## src/rtl/stack_pkg.sv

```systemverilog
// Shared definitions for the data-stack datapath: default widths, spill/fill
// controller state encoding, and DSOP bit positions used by control and
// data_stack.
package stack_pkg;

    localparam int unsigned WIDTH  = 16;   // data word width
    localparam int unsigned DEPTH  = 128;  // register stack entries
    localparam int unsigned ADDR_W = 10;   // overflow memory address width

    // DSOP bit positions
    localparam int unsigned DSOP_POP   = 3;
    localparam int unsigned DSOP_PUSH  = 2;
    localparam int unsigned DSOP_WRITE = 1;
    localparam int unsigned DSOP_READ  = 0;

    typedef enum logic [1:0] {
        IDLE      = 2'd0,
        SPILL     = 2'd1,
        FILL_RD   = 2'd2,
        FILL_LOAD = 2'd3
    } spill_state_t;

endpackage

```

## src/rtl/stack_spill_ctrl_if.sv

```systemverilog
// Bundle between control / data_stack / overflow memory and stack_spill_ctrl.
//   master : control-side view (drives occupancy and push/pop, sees status)
//   slave  : stack_spill_ctrl view
// Optional SPILL_STATS_EN adds spill_count / fill_count.
interface stack_spill_ctrl_if
    import stack_pkg::*;
#(
    parameter int unsigned ADDR_W = stack_pkg::ADDR_W
);
    logic [7:0]        ds_size;
    logic              ds_push;
    logic              ds_pop;
    logic              stall;
    logic              spill_shift;
    logic              fill_shift;
    logic [ADDR_W-1:0] mem_addr;
    logic              mem_we;
    logic [ADDR_W:0]   mem_count;
    logic              mem_empty;
    logic              mem_full;
    logic              overflow_err;
    logic              underflow_err;
    logic              protocol_err;
`ifdef SPILL_STATS_EN
    logic [15:0]       spill_count;
    logic [15:0]       fill_count;
`endif

    modport master (
        output ds_size, ds_push, ds_pop,
        input  stall, spill_shift, fill_shift, mem_addr, mem_we, mem_count,
               mem_empty, mem_full, overflow_err, underflow_err, protocol_err
`ifdef SPILL_STATS_EN
        , input spill_count, fill_count
`endif
    );

    modport slave (
        input  ds_size, ds_push, ds_pop,
        output stall, spill_shift, fill_shift, mem_addr, mem_we, mem_count,
               mem_empty, mem_full, overflow_err, underflow_err, protocol_err
`ifdef SPILL_STATS_EN
        , output spill_count, fill_count
`endif
    );

endinterface

```

## src/rtl/stack_spill_ctrl.sv

```systemverilog
// Spill/fill sequencer between the register data stack and its single-port
// overflow memory. Spills the bottom entry when occupancy reaches HIGH_WATER,
// restores one when it drops to LOW_WATER, and stalls control meanwhile.
// Ports:
//   clk, async_reset (async, active high)
//   bus (stack_spill_ctrl_if.slave): ds_size/ds_push/ds_pop in;
//     stall, spill_shift, fill_shift, mem_addr, mem_we, mem_count,
//     mem_empty, mem_full, sticky overflow/underflow/protocol errors out.
// Optional macro SPILL_STATS_EN: saturating spill_count / fill_count outputs.
module stack_spill_ctrl
    import stack_pkg::*;
#(
    parameter int unsigned DEPTH      = stack_pkg::DEPTH,
    parameter int unsigned ADDR_W     = stack_pkg::ADDR_W,
    parameter int unsigned HIGH_WATER = 120,
    parameter int unsigned LOW_WATER  = 8
) (
    input  logic               clk,
    input  logic               async_reset,
    stack_spill_ctrl_if.slave  bus
);

    localparam logic [7:0]      L_DEPTH = 8'(DEPTH);
    localparam logic [7:0]      L_HIGH  = 8'(HIGH_WATER);
    localparam logic [7:0]      L_LOW   = 8'(LOW_WATER);
    localparam logic [ADDR_W:0] L_CAP   = {1'b1, {ADDR_W{1'b0}}};

    spill_state_t    r_state, w_next;
    logic [ADDR_W:0] r_mem_count;
    logic [ADDR_W:0] w_cnt_dec;
    logic            w_mem_full, w_mem_empty;
    logic            w_spill_cond, w_fill_cond;
    logic            w_stall, w_spill_shift, w_fill_shift, w_mem_we;
    logic [ADDR_W-1:0] w_mem_addr;
    logic            r_ovf_err, r_unf_err, r_prot_err;

    assign w_mem_full   = (r_mem_count == L_CAP);
    assign w_mem_empty  = (r_mem_count == '0);
    assign w_cnt_dec    = r_mem_count - (ADDR_W+1)'(1);
    assign w_spill_cond = (bus.ds_size >= L_HIGH) && !w_mem_full;
    assign w_fill_cond  = (bus.ds_size <= L_LOW)  && !w_mem_empty;

    always_ff @(posedge clk or posedge async_reset) begin
        if (async_reset) r_state <= IDLE;
        else             r_state <= w_next;
    end

    always_comb begin
        w_next        = r_state;
        w_stall       = 1'b1;
        w_spill_shift = 1'b0;
        w_fill_shift  = 1'b0;
        w_mem_we      = 1'b0;
        w_mem_addr    = r_mem_count[ADDR_W-1:0];
        case (r_state)
            IDLE: begin
                // Stall is raised in the decision cycle itself so control
                // never issues an op alongside the transfer that follows.
                w_stall = w_spill_cond || w_fill_cond;
                if (w_spill_cond)     w_next = SPILL;
                else if (w_fill_cond) w_next = FILL_RD;
            end
            SPILL: begin
                w_mem_we      = 1'b1;
                w_spill_shift = 1'b1;
                w_next        = IDLE;
            end
            FILL_RD: begin
                w_mem_addr = w_cnt_dec[ADDR_W-1:0];
                w_next     = FILL_LOAD;
            end
            FILL_LOAD: begin
                w_mem_addr   = w_cnt_dec[ADDR_W-1:0];
                w_fill_shift = 1'b1;
                w_next       = IDLE;
            end
            default: w_next = IDLE;
        endcase
    end

    always_ff @(posedge clk or posedge async_reset) begin
        if (async_reset)               r_mem_count <= '0;
        else if (r_state == SPILL)     r_mem_count <= r_mem_count + (ADDR_W+1)'(1);
        else if (r_state == FILL_LOAD) r_mem_count <= w_cnt_dec;
    end

    always_ff @(posedge clk or posedge async_reset) begin
        if (async_reset) begin
            r_ovf_err  <= 1'b0;
            r_unf_err  <= 1'b0;
            r_prot_err <= 1'b0;
        end else begin
            if (bus.ds_push && (bus.ds_size == L_DEPTH) && w_mem_full) r_ovf_err <= 1'b1;
            if (bus.ds_pop && (bus.ds_size == '0) && w_mem_empty)      r_unf_err <= 1'b1;
            if ((bus.ds_push || bus.ds_pop) && w_stall)                r_prot_err <= 1'b1;
        end
    end

    assign bus.stall         = w_stall;
    assign bus.spill_shift   = w_spill_shift;
    assign bus.fill_shift    = w_fill_shift;
    assign bus.mem_addr      = w_mem_addr;
    assign bus.mem_we        = w_mem_we;
    assign bus.mem_count     = r_mem_count;
    assign bus.mem_empty     = w_mem_empty;
    assign bus.mem_full      = w_mem_full;
    assign bus.overflow_err  = r_ovf_err;
    assign bus.underflow_err = r_unf_err;
    assign bus.protocol_err  = r_prot_err;

`ifdef SPILL_STATS_EN
    logic [15:0] r_spill_count, r_fill_count;

    always_ff @(posedge clk or posedge async_reset) begin
        if (async_reset) begin
            r_spill_count <= '0;
            r_fill_count  <= '0;
        end else begin
            if (r_state == SPILL && r_spill_count != '1)
                r_spill_count <= r_spill_count + 16'd1;
            if (r_state == FILL_LOAD && r_fill_count != '1)
                r_fill_count <= r_fill_count + 16'd1;
        end
    end

    assign bus.spill_count = r_spill_count;
    assign bus.fill_count  = r_fill_count;
`endif

endmodule

```

## src/flat_wrapper.sv

```systemverilog
// flat-port wrapper written by rule: the top's interface ports become plain ports
module stack_spill_ctrl_flat import stack_pkg::*;
#(
    parameter int unsigned DEPTH      = stack_pkg::DEPTH,
    parameter int unsigned ADDR_W     = stack_pkg::ADDR_W,
    parameter int unsigned HIGH_WATER = 120,
    parameter int unsigned LOW_WATER  = 8
)
  (clk, async_reset, bus_ds_size, bus_ds_push, bus_ds_pop, bus_stall, bus_spill_shift, bus_fill_shift, bus_mem_addr, bus_mem_we, bus_mem_count, bus_mem_empty, bus_mem_full, bus_overflow_err, bus_underflow_err, bus_protocol_err);
  stack_spill_ctrl_if #(.ADDR_W(ADDR_W)) bus_i ();
  input  logic clk;
  input  logic async_reset;
  input wire logic [$bits(bus_i.ds_size)-1:0] bus_ds_size;
  input wire logic [$bits(bus_i.ds_push)-1:0] bus_ds_push;
  input wire logic [$bits(bus_i.ds_pop)-1:0] bus_ds_pop;
  output wire logic [$bits(bus_i.stall)-1:0] bus_stall;
  output wire logic [$bits(bus_i.spill_shift)-1:0] bus_spill_shift;
  output wire logic [$bits(bus_i.fill_shift)-1:0] bus_fill_shift;
  output wire logic [$bits(bus_i.mem_addr)-1:0] bus_mem_addr;
  output wire logic [$bits(bus_i.mem_we)-1:0] bus_mem_we;
  output wire logic [$bits(bus_i.mem_count)-1:0] bus_mem_count;
  output wire logic [$bits(bus_i.mem_empty)-1:0] bus_mem_empty;
  output wire logic [$bits(bus_i.mem_full)-1:0] bus_mem_full;
  output wire logic [$bits(bus_i.overflow_err)-1:0] bus_overflow_err;
  output wire logic [$bits(bus_i.underflow_err)-1:0] bus_underflow_err;
  output wire logic [$bits(bus_i.protocol_err)-1:0] bus_protocol_err;
  assign bus_i.ds_size = bus_ds_size;
  assign bus_i.ds_push = bus_ds_push;
  assign bus_i.ds_pop = bus_ds_pop;
  assign bus_stall = bus_i.stall;
  assign bus_spill_shift = bus_i.spill_shift;
  assign bus_fill_shift = bus_i.fill_shift;
  assign bus_mem_addr = bus_i.mem_addr;
  assign bus_mem_we = bus_i.mem_we;
  assign bus_mem_count = bus_i.mem_count;
  assign bus_mem_empty = bus_i.mem_empty;
  assign bus_mem_full = bus_i.mem_full;
  assign bus_overflow_err = bus_i.overflow_err;
  assign bus_underflow_err = bus_i.underflow_err;
  assign bus_protocol_err = bus_i.protocol_err;
  stack_spill_ctrl #(.DEPTH(DEPTH), .ADDR_W(ADDR_W), .HIGH_WATER(HIGH_WATER), .LOW_WATER(LOW_WATER)) u_core (.clk(clk), .async_reset(async_reset), .bus(bus_i));
endmodule
```

## config.mk

```make
export PLATFORM = sky130hd
export DESIGN_NAME = stack_spill_ctrl_flat
export DESIGN_NICKNAME = d
export VERILOG_FILES = /design/src/rtl/stack_pkg.sv /design/src/rtl/stack_spill_ctrl_if.sv /design/src/rtl/stack_spill_ctrl.sv /design/src/flat_wrapper.sv
export SDC_FILE = /design/constraint.sdc
export NUM_CORES = 1
export LEC_CHECK = 0
export ABC_AREA = 1
export CORE_MARGIN = 3
export CORE_UTILIZATION = 40
export DETAILED_ROUTE_END_ITERATION = 6
export GPL_ROUTABILITY_DRIVEN = 1
export GPL_TIMING_DRIVEN = 0
export PLACE_DENSITY = 0.74
export SLEW_MARGIN = 30
export SYNTH_ARGS = -nofsm -noshare
export SYNTH_HDL_FRONTEND = slang
export SYNTH_SLANG_ARGS = --single-unit
```

## constraint.sdc

```tcl
create_clock -name clk -period 1.5 [get_ports clk]
set_input_delay 0.15 -clock clk [delete_from_list [all_inputs] [get_ports clk]]
set_output_delay 0.15 -clock clk [all_outputs]
set_load 0.005 [all_outputs]
```

==> impl_metrics.toml <==
[placement]
placedCellCount = 278
hpwl_um = 2440
port_buffers = 41
placed_area_um2 = 1750
place.gp.congestion = 0.886

[logic_synthesis]
synth_top_area_share_pct = 31.1
synth_edf_count = 0
synth_area_leader_cell = "dfrtp_1"
yosys-top-cells-area = "dfrtp_1 31%, nand2_1 15%, inv_1 7.6%"
synth_seq_cells = 16
synth_flop_cell = "dfrtp_1"
synth.most_common_cell = "nand2_1"
synth_async_sr_flop_share_pct = 100
synth_commonest_cells = "52 x nand2_1, 26 x inv_1, 22 x nor2_1, 16 x dfrtp_1"
synth_nets = 210
synth_cell_type_count = 26
yosysSeqAreaShare_pct = 31.1
syn-cell-area_um2 = 1290
yosysWarnings = 0
syn_avg_cell_area_um2 = 6.60
syn_inst = 195

[power]
ir_drop_mv = 1.12
p_per_area_nw_per_um2 = 2000
leakage_nw = 1.20

[detailed_routing]
drc = 0
routed_wl_um = 4890
first_pass_iters = 6
ant_nets = 0
wl_per_cell_um = 14.9
via_per_inst = 5.23
drtIter0Drc = 135
num_vias = 1716

[sta]
fin_setup_tns_ns = -3.92
fmax_mhz = 537
slew-limit-headroom_pct = 56.6
finalHoldViolCount = 0
maxSlewViolCount = 0
rsz0062_at_grt = "yes"
tightest_slew_ns = 0.650
period_share_pct = 124
fin_worst_hold_slack_ns = 0.238
skew_ns = 0.00266
fin_crit_ns = 1.86
setup_violations = 18
layout_setup_ws_ns = -0.364

[cts]
root_buffer = "clkbuf_4"
tritoncts = "yes"
cts_buffers = 3
clkTransAtPathRegs_ns = 0.11
cts_hold_buf = 0
cts_num_sinks = 16
clock_latency_ns = 0.30
htreeDepth = 1
cts_max_path_buffers = 2

[grt]
grt_overflow = 0
antenna_found_initial = 0
grt_max_degree = 17
track_usage_pct = 23.3
grt_pass1_vias = 1616
grt_pass1_wl_um = 7330

[floorplanning]
num_rows = 19
start_util_pct = 44.3
fp.dieH_um = 62.7
io_pins = 42
die_x_um = 62.7
dieArea_um2 = 3930
coreArea_um2 = 2900

[final_layout]
fin_area_um2 = 2420
final_util_pct = 83.5
drive_above_1_share_pct = 49.0
multi_input_area_um2 = 970
fin_cells = 328
register_area_um2 = 408
diodes = 0
finalNetCount = 302
synthToLayoutAreaGrowth_pct = 88.2
n_fill_cell = 170

[worst_setup_path]
cp_data_arrival_time_ns = 1.71
slowest_delay_ns = 0.40
worst-path-max-fanout = 3
crit_buf_inv = 4
crit_path_end_kind = "output port"
crit_chain = "buf_6, nor2_4, buf_4, nand2_2, inv_2, nand2_2, o21ai_2, nand2_1, nand2_1, nand2_1, buf_2"
crit_required_ns = 1.35
critPathLaunchType = "flop"
cp_slowest_cell = "dfrtp_1"
crit_top_cell = "nand2_1"
critPathTopFamily = "buffers and inverters"
critPathKind = "flop to output port"

[outcome]
status = "complete, but fails checks"
violations = "setup timing"

[worst_hold_path]
hold_path_class = "primary input to asynchronous set/reset pin"

[flow_run]
maxCapViolCount = 0
cells by family (layout without fill, tap and decap cells):
logic type                 count (synthesis)  count (layout)  share of synthesized area, %
AOI/OAI and AO/OA                         23              23                          9.63
xor gates and xnor gates                  10              10                          6.81
adders and majority gates                  3               3                          2.92
buffers and inverters                     35             126                          11.9
DFF                                       16              16                          31.1
and+or+nand+nor                          108             108                          37.6
layout by cell type, fill, tap and decap left out, drive strengths merged, types with 4 or more instances in the layout:
master / count
buf: 64
nand2: 56
inv: 28
nor2: 26
clkdlybuf4s50: 21
dfrtp: 16
nand3: 15
o21ai: 14
xor2: 10
nand4: 6
clkbuf: 6
a21oi: 5
dlygate4sd2: 4
per-layer routing:
metal	share of wire [%]	vias to the layer above	wire, µm	track usage, %
met4	3.2	0	156	7.44
met3	7.9	22	385	4.50
met2	52	110	2540	43.1
met5	0	-	0	0
li1	-	790	-	-
met1	37	794	1810	26.8
power by group:
part | internal, W | switching (W)
clock network | 0.000148 | 0.000164
logic | 0.00182 | 0.00186
registers | 0.000609 | 0.000224
what timing repair did:
action                                  CTS  global route
pin swaps                                23            29
buffers inserted                         38            16
endpoints found under the setup margin   22            28
gates resized for setup                 121            49
hold endpoints to repair                  0             0
per-stage QoR:
| stage | worst slack, ns | total power [W] |
|---|---|---|
| floorplan | 0.00301 | 0.00198 |
| global placement | -0.668 | 0.00296 |
| detailed placement | -0.684 | 0.00299 |
| CTS | -0.313 | 0.00422 |
| global route | -0.450 | 0.00513 |
| finish | -0.364 | 0.00483 |
cell type report:
type | count | area share [%]
well taps | 42 | 2.17
multi-input cells | 144 | 40.1
flip-flops and latches | 16 | 16.8
plain buffers | 6 | 2.53
inverters | 28 | 5.27
clock buffers | 4 | 1.50
repair buffers | 88 | 31.6
registers in the layout, summed over array words and instances, names as in the netlist:
name                      cells
u_core.bus.overflow_err       1
u_core.bus.underflow_err      1
u_core.bus.protocol_err       1
u_core.r_state                2
u_core.bus.mem_count         11
worst paths after layout:
check	slack, ns	startpoint	cells past startpoint	end
max	-0.36	u_core.bus.mem_count[2]	11	bus_mem_addr[9]
max in group asynchronous	0.81	async_reset	2	u_core.bus.mem_count[7]
max reg2reg	-0.13	u_core.bus.mem_count[3]	11	u_core.r_state[1]
min reg2reg	0.49	u_core.bus.protocol_err	2	u_core.bus.protocol_err
min in group clk	0.42	bus_ds_pop	3	u_core.bus.underflow_err
min	0.24	async_reset	2	u_core.bus.mem_count[0]
No activity file was read; power rests on OpenSTA's default activity.
